==> config.mk <==
export PLATFORM = sky130hd
export DESIGN_NAME = dbuf_deglitch
export DESIGN_NICKNAME = d
export VERILOG_FILES = /design/src/rtl/dbuf_deglitch.sv
export SDC_FILE = /design/constraint.sdc
export NUM_CORES = 1
export LEC_CHECK = 0
export CORE_UTILIZATION = 33
export CTS_CLUSTER_DIAMETER = 150
export DETAILED_ROUTE_END_ITERATION = 10
export PLACE_DENSITY = 0.62
export SETUP_SLACK_MARGIN = 0.4
export SLEW_MARGIN = 20
export SYNTH_ARGS = -nofsm -noshare
export SYNTH_HDL_FRONTEND = slang
export SYNTH_SLANG_ARGS = --single-unit
==> constraint.sdc <==
create_clock -name CELCLK -period 2.09 [get_ports CELCLK]
set_clock_uncertainty 0.2 [all_clocks]
set_input_delay 0.3135 -clock CELCLK [delete_from_list [all_inputs] [get_ports CELCLK]]
set_output_delay 0.3135 -clock CELCLK [all_outputs]
set_load 0.05 [all_outputs]
==> src/rtl/dbuf_deglitch.sv <==
// -----------------------------------------------------------------------------
// dbuf_deglitch
//
// Multi-channel digital input buffer for the stepdown control path. Each
// channel synchronises an asynchronous flag into the CELCLK domain, then holds
// back output transitions with a programmable per-channel delay:
//   mode 00  pass        : output follows the synchronised input immediately
//   mode 01  deglitch    : both edges must persist dly+1 sampled cycles
//   mode 10  rise-delay  : only 0->1 edges are delayed
//   mode 11  fall-delay  : only 1->0 edges are delayed
// A one-cycle registered pulse on rise/fall marks every output change.
//
// Ports
//   CELCLK           clock (single domain)
//   CELRST           synchronous, active-high reset
//   CELV/CELG/SUB    supply/ground/substrate, connectivity only
//   i    [NCH]       asynchronous raw inputs
//   mode [2*NCH]     channel k mode at mode[2k+1:2k]
//   dly  [CNT_W*NCH] channel k delay at dly[CNT_W*k +: CNT_W]
//   o    [NCH]       filtered, registered outputs
//   rise [NCH]       one-cycle pulse after o[k] goes 0->1
//   fall [NCH]       one-cycle pulse after o[k] goes 1->0
// -----------------------------------------------------------------------------
module dbuf_deglitch #(
  parameter int             NCH         = 4,
  parameter int             CNT_W       = 6,
  parameter int             SYNC_STAGES = 2,
  parameter logic [NCH-1:0] RESET_VAL   = '0
) (
  input  logic                 CELCLK,
  input  logic                 CELRST,
  input  logic                 CELV,
  input  logic                 CELG,
  input  logic                 SUB,
  input  logic [NCH-1:0]       i,
  input  logic [2*NCH-1:0]     mode,
  input  logic [CNT_W*NCH-1:0] dly,
  output logic [NCH-1:0]       o,
  output logic [NCH-1:0]       rise,
  output logic [NCH-1:0]       fall
);

  // Supply pins exist for netlist connectivity only.
  logic unused_supply;
  assign unused_supply = &{1'b0, CELV, CELG, SUB};

  for (genvar k = 0; k < NCH; k++) begin : g_ch
    logic [SYNC_STAGES-1:0] sync_q;
    logic [CNT_W-1:0]       cnt_q;
    logic                   o_q;
    logic                   rise_q;
    logic                   fall_q;
    logic                   s;
    logic [1:0]             md;
    logic [CNT_W-1:0]       dk;
    logic [CNT_W-1:0]       d;

    assign s  = sync_q[SYNC_STAGES-1];
    assign md = mode[2*k +: 2];
    assign dk = dly[CNT_W*k +: CNT_W];

    // Effective delay for the transition currently pending (s != o). In the
    // asymmetric modes the direction is given by the level s is heading to.
    always_comb begin
      d = '0;
      case (md)
        2'b00:   d = '0;
        2'b01:   d = dk;
        2'b10:   d = s ? dk : '0;
        2'b11:   d = s ? '0 : dk;
        default: d = '0;
      endcase
    end

    // The >= compare lets a lowered dly (or a switch to a faster mode) finish
    // a pending transition on the next edge. cnt stops at d, and d never
    // exceeds 2^CNT_W-1, so the counter cannot wrap.
    always_ff @(posedge CELCLK) begin
      if (CELRST) begin
        sync_q <= {SYNC_STAGES{RESET_VAL[k]}};
        o_q    <= RESET_VAL[k];
        cnt_q  <= '0;
        rise_q <= 1'b0;
        fall_q <= 1'b0;
      end else begin
        sync_q <= {sync_q[SYNC_STAGES-2:0], i[k]};
        rise_q <= 1'b0;
        fall_q <= 1'b0;
        if (s == o_q) begin
          // Input is back at (or still at) the output level: a glitch, if
          // any, is discarded and the next excursion counts from zero.
          cnt_q <= '0;
        end else if (cnt_q >= d) begin
          o_q    <= s;
          cnt_q  <= '0;
          rise_q <= s;
          fall_q <= ~s;
        end else begin
          cnt_q <= cnt_q + {{(CNT_W-1){1'b0}}, 1'b1};
        end
      end
    end

    assign o[k]    = o_q;
    assign rise[k] = rise_q;
    assign fall[k] = fall_q;
  end

endmodule

# Word-level counts from Yosys, hierarchy flattened
# Cells that the tools add are included.
# Widths: inputs -> output; s select.
# word_totals
input_bits,41
output_inout_bits,12
ff_bits,44
word_cells,84
# op_classes
reduce_logical,16
n_lt_le_gt_ge,4
muxes,12
bitwise,12
eq_ne,16
addsub,4
# op_table
cell,count
$pmux 6 s4,4
$mux 6,8
$add 6x1->6 const B,4
$ge 6x6->1,4
$reduce_or 3->1,8
$eq 2x2->1 const B,8
$not 1->1,12
$eq 2x1->1 const B,4
$logic_not 2->1,4
$reduce_and 2->1,4
$eq 1x1->1,4

# Depth between registers and ports, before layout
# depth
depth_word,5
mapped_depth,8
depth_no_buf,8

# Least setup slack after synthesis
# No wires, ideal clock.
# synth_timing
path_type,register to register
startpoint,reg g_ch[3].sync_q[1]
endpoint,reg g_ch[3].o_q
period_less_slack_ns,1.946
stages_incl_launch_ff,9
setup_time_ns,0.072
n_path_buf,0
required_ns,1.818
path_slack_ns,0.144
t_arrival_ns,1.674
cell_sequence,dfxtp_1 > nand2_1 > xnor2_2 > and2_1 > ha_1 > nand2b_1 > a21oi_2 > o21a_2 > mux2i_1
# synth_between
elab_chain_cells,4
elab_cells_between_ends,7
cone_classes,1 x order compare; 1 x eq/ne; 3 x mux; 1 x bitwise; 1 x reduce/logical
# synth_lines
item,line,text
"start, declared",48,logic [SYNC_STAGES-1:0] sync_q;
"start signal, assigned",80,sync_q <= {SYNC_STAGES{RESET_VAL[k]}};
"start signal, assigned",86,"sync_q <= {sync_q[SYNC_STAGES-2:0], i[k]};"
"$mux 6, on equally long branches","70, 69",
$pmux 6 s4,66,case (md)
$ge 6x6->1,93,end else if (cnt_q >= d) begin
$reduce_and 2->1 (no source line),n/a,
"end signal, assigned",81,o_q <= RESET_VAL[k];
"end signal, assigned",94,o_q <= s;
"end, declared",50,logic o_q;
# Several ways; a longest one is shown, not always the timed one.
# A chain may end at the register's enable or synchronous reset.

# Worst setup path after layout
# layout_timing
startpoint,reg g_ch[1].sync_q[1]
endpoint,reg g_ch[1].o_q
# layout_between
elab_chain_cells,4
elab_cells_between_ends,7
cone_classes,1 x order compare; 1 x eq/ne; 3 x mux; 1 x bitwise; 1 x reduce/logical
# layout_lines
item,line
"start, declared",48
"start signal, assigned",80
"start signal, assigned",86
"$mux 6, on equally long branches","70, 69"
$pmux 6 s4,66
$ge 6x6->1,93
$reduce_and 2->1 (no source line),n/a
"end signal, assigned",81
"end signal, assigned",94
"end, declared",50
# Several ways; a longest one is shown, not always the timed one.

==> results list <==
- Area of the mapped netlist: 2338 um^2
- CP required: 2110 ps
- Synthesized instance count: 249
* Crit-path leading delay family: flip-flops
* CP Cell Sequence: nand2_2 -> xnor2_2 -> buf_4 -> and2_4 -> ha_4 -> nand2b_4 -> a21oi_2 -> o21a_2 -> mux2i_1
* Count of cells along the worst register-to-register path: 9
- The count of nets left with antenna violations once routing finished came out at 0.
* Source-to-sink clock delay at the later pin of the worst-skew pair: 290 ps
- HP Start: g_ch[0].sync_q[0]
- Largest fanout on the critical path: 5
* # H-tree levels: 2
- For this run, the number of Yosys warnings is 0.
* Routed wire length per instance: 11.22 um
- Hold repair after CTS inserted 0 buffers.
- For this run, the register share of the synthesized area comes to 37.67%.
- Number of design-rule violations left by the first detailed-router iteration: 29
* Initial antenna violation count: 0
- For this run, design rule violations remaining after detail routing come to 0.
- Top library cells by usage in the layout, fill and taps aside: 40 x sky130_fd_sc_hd__dfxtp_1, 29 x sky130_fd_sc_hd__clkdlybuf4s50_1, 25 x sky130_fd_sc_hd__nor2_1, 20 x sky130_fd_sc_hd__nand2_1, 20 x sky130_fd_sc_hd__buf_4
* Final setup violation count: 0
- Arrival @ worst endpoint: 2000 ps
* ANT cells: 0
- Cell variety after synth: 25
- After floorplanning, the core was divided into 30 placement rows.
- The startpoint identified for the worst register-to-register timing path is g_ch[1].sync_q[1].
- The worst setup path is of the reg2reg kind.
- Total area of multi-input combinational cells: 1693 um^2
- Number of nets at the end of the flow: 377
- The number of global-route vias before repair is 1,857.
- Total grt overflow: 0
* Final worst-path setup slack: 115.0 ps
- The run finished with clean final reports.
- Post-synthesis net count: 318
- Area Growth Syn to Fin: 45.69%
* Beginning of the critical path: g_ch[1].sync_q[1]
* Final count of hold timing violations: 0
- First-pass GRT wire length: 7824 um
- Number of instances in the placed design: 386
- Ports: 53
- The tree is rooted in a sky130_fd_sc_hd__clkbuf_8.
- The worst setup path is launched from a flip-flop.
* Area of all sequential standard cells: 893.4 um^2
* Die outline width: 86.18 um
- After routing the design area is 3407 um^2.
- Half-perimeter wire length after placement: 3331 um
- In this run the tightest slew margin relative to its limit is 65.86%.
- The number of pins with negative max-slew slack in the final report is 0.
- Buffers added on ports: 49
* Total CTS buffers: 5
- Cells with a size suffix above 1 make up 27.83% of the layout.
- Non-filler cells, final: 405
- Pre-CTS worst setup slack: -426.6 ps
- Max-cap violations: 0
- For this configuration, the core starts out at a cell density of 34.23%.
- For hold timing, the worst endpoint is g_ch[0].sync_q[1].
- R2R setup slack: 120 ps
* Buffer and inverter count on the worst path: 1
- Wirelength, routed: 4544 um
- The die covers 7427 um^2.
- Filler instances: 676
- Worst path max stage delay: 360 ps
- GPL Wtd Cong: 0.7488
* Hold Path Class: reg2reg
- In the finished design, the share of the clock period the worst path needs comes to 94.50%.
* Total power divided by cell area: 505.6 nW/um^2
- Floorplan die height: 86.18 um
* CTS tree: yes
- Crit end category: flip-flop
- Placed inst area: 2985 um^2
* Hold Path Cell Cnt: 1
- The library cell used most frequently in the layout, excluding fill and tap cells, is sky130_fd_sc_hd__dfxtp_1.
* Synth Area per Inst: 9.392 um^2
- Maximum clock rate: 0.5063 GHz
- Area of the core: 6832 um^2
* Reg clk slew, reported paths: 80 ps
- The routed layout has 1,805 vias.
- Buffer levels on the longest clock path: 2
- Maximum number of pins on one net before global-route repair: 13
- Yosys reg bits: 44
* Worst path slowest cell: sky130_fd_sc_hd__dfxtp_2
- Minimum clock period: 1975 ps
- In this run the critical register-to-register path is captured at g_ch[1].o_q.
- IR analysis of the VDD net gives a maximum drop of 0.3376 mV.
- Leakage power of the design: 1.373 nW
- In the routed layout, each cell is associated on average with a via count of 4.457.
- Before antenna repair, the detailed router went through 4 iterations.
- Global routing usage summed across all routing layers: 13.01%
- Counting every sink on the clock net gives 44.
* Worst-Margin Slew: 514.1 ps
- Unrepaired setup endpoints after global routing: yes
-- worst max-delay path by stage --
| stage | depth (start not counted) | slack, ps | to |
|---|---|---|---|
| 5_1_grt | 8 | 20 | g_ch[2].rise_q |
| 4_1_cts | 9 | 90 | g_ch[1].o_q |
| 6_report | 9 | 120 | g_ch[1].o_q |
| 2_1_floorplan | 8 | 230 | g_ch[0].o_q |
| 3_3_place_gp | 9 | -410 | g_ch[2].o_q |
| 3_5_place_dp | 9 | -430 | g_ch[2].o_q |
-- kinds of logic after synthesis --
family                     after synthesis  synth area share, %
AOI/OAI and AO/OA                       24                8.133
xor gates and xnor gates                24                10.27
adders and majority gates               28                14.98
buffers and inverters                   18                4.815
DFF                                     44                37.67
muxes                                    4                1.712
and+or+nand+nor                        107                22.42
-- where the power goes --
part           switching [mW]  internal (mW)  total (mW)
combinational           0.140          0.184       0.323
clock                   0.270          0.270       0.539
sequential             0.0108          0.849       0.860
-- cell usage after synthesis --
library cell               count  area (um^2)
sky130_fd_sc_hd__nand2_1      29        108.9
sky130_fd_sc_hd__xnor2_2       4        65.06
sky130_fd_sc_hd__buf_4        12        90.09
sky130_fd_sc_hd__a21oi_1       8        40.04
sky130_fd_sc_hd__nand3_1      10        50.05
sky130_fd_sc_hd__nand2b_4      1        13.76
sky130_fd_sc_hd__mux2i_1       4        40.04
sky130_fd_sc_hd__nor3_1        8        40.04
sky130_fd_sc_hd__o21a_1        4        30.03
sky130_fd_sc_hd__or2b_1        4        30.03
sky130_fd_sc_hd__xnor2_1      10        87.58
sky130_fd_sc_hd__ha_1         28        350.3
sky130_fd_sc_hd__o211ai_2      4        50.05
sky130_fd_sc_hd__and2_1        4        25.02
sky130_fd_sc_hd__o21a_2        4        35.03
sky130_fd_sc_hd__nand2b_1      7        43.79
sky130_fd_sc_hd__nor2_1       25        93.84
sky130_fd_sc_hd__xor2_1       10        87.58
sky130_fd_sc_hd__dfxtp_1      44        880.8
sky130_fd_sc_hd__inv_1         4        15.01
sky130_fd_sc_hd__and3_1        7        43.79
sky130_fd_sc_hd__nor2b_1       8        50.05
sky130_fd_sc_hd__clkbuf_1      2        7.510
sky130_fd_sc_hd__a21oi_2       4        35.03
sky130_fd_sc_hd__nand4_1       4        25.02
-- final cells by class --
type                    count  area share [%]
multi-input cells         187           49.69
flip-flops and latches     44           26.22
repair buffers             66           17.48
well taps                  96           3.526
clock buffers               8           2.644
inverters                   4          0.4407
-- flip-flops by register name (all words and copies together), names as in the netlist --
| signal | cells |
|---|---|
| g_ch.cnt_q | 24 |
| g_ch.fall_q | 4 |
| g_ch.o_q | 4 |
| g_ch.rise_q | 4 |
| g_ch.sync_q | 8 |
-- through the flow --
step / utilization [%] / setup TNS [ps] / total power [mW] / hold WS (ps)
floorplan: - / 0 / 1.035 / 213.7
CTS: 47.49 / 0 / 1.728 / 245.5
global route: 49.87 / 0 / 1.817 / 251.7
detailed placement: 43.70 / -11870 / 1.143 / 226.1
global placement: 43.70 / -11040 / 1.139 / 222.8
finish: 49.87 / 0 / 1.723 / 240.9
-- worst reg2reg max path, stage by stage, from the launching register on --
cell	delay, ps
sky130_fd_sc_hd__dfxtp_2	360
sky130_fd_sc_hd__nand2_2	60
sky130_fd_sc_hd__xnor2_2	130
sky130_fd_sc_hd__buf_4	150
sky130_fd_sc_hd__and2_4	140
sky130_fd_sc_hd__ha_4	220
sky130_fd_sc_hd__nand2b_4	130
sky130_fd_sc_hd__a21oi_2	140
sky130_fd_sc_hd__o21a_2	200
sky130_fd_sc_hd__mux2i_1	180
-- routing by layer --
metal | global-route usage [%] | wire, um
met5 | 0 | 0
met4 | 4.545 | 51
met2 | 22.51 | 2188
met3 | 2.571 | 163
met1 | 16.09 | 2142
-- timing repair --
| action | in CTS | in global routing |
|---|---|---|
| pin swaps | 32 | 27 |
| setup endpoints to repair | 44 | 38 |
| resized for setup | 40 | 21 |
| setup buffers | 6 | 5 |
Note: power is estimated with default switching activity, not from simulation.
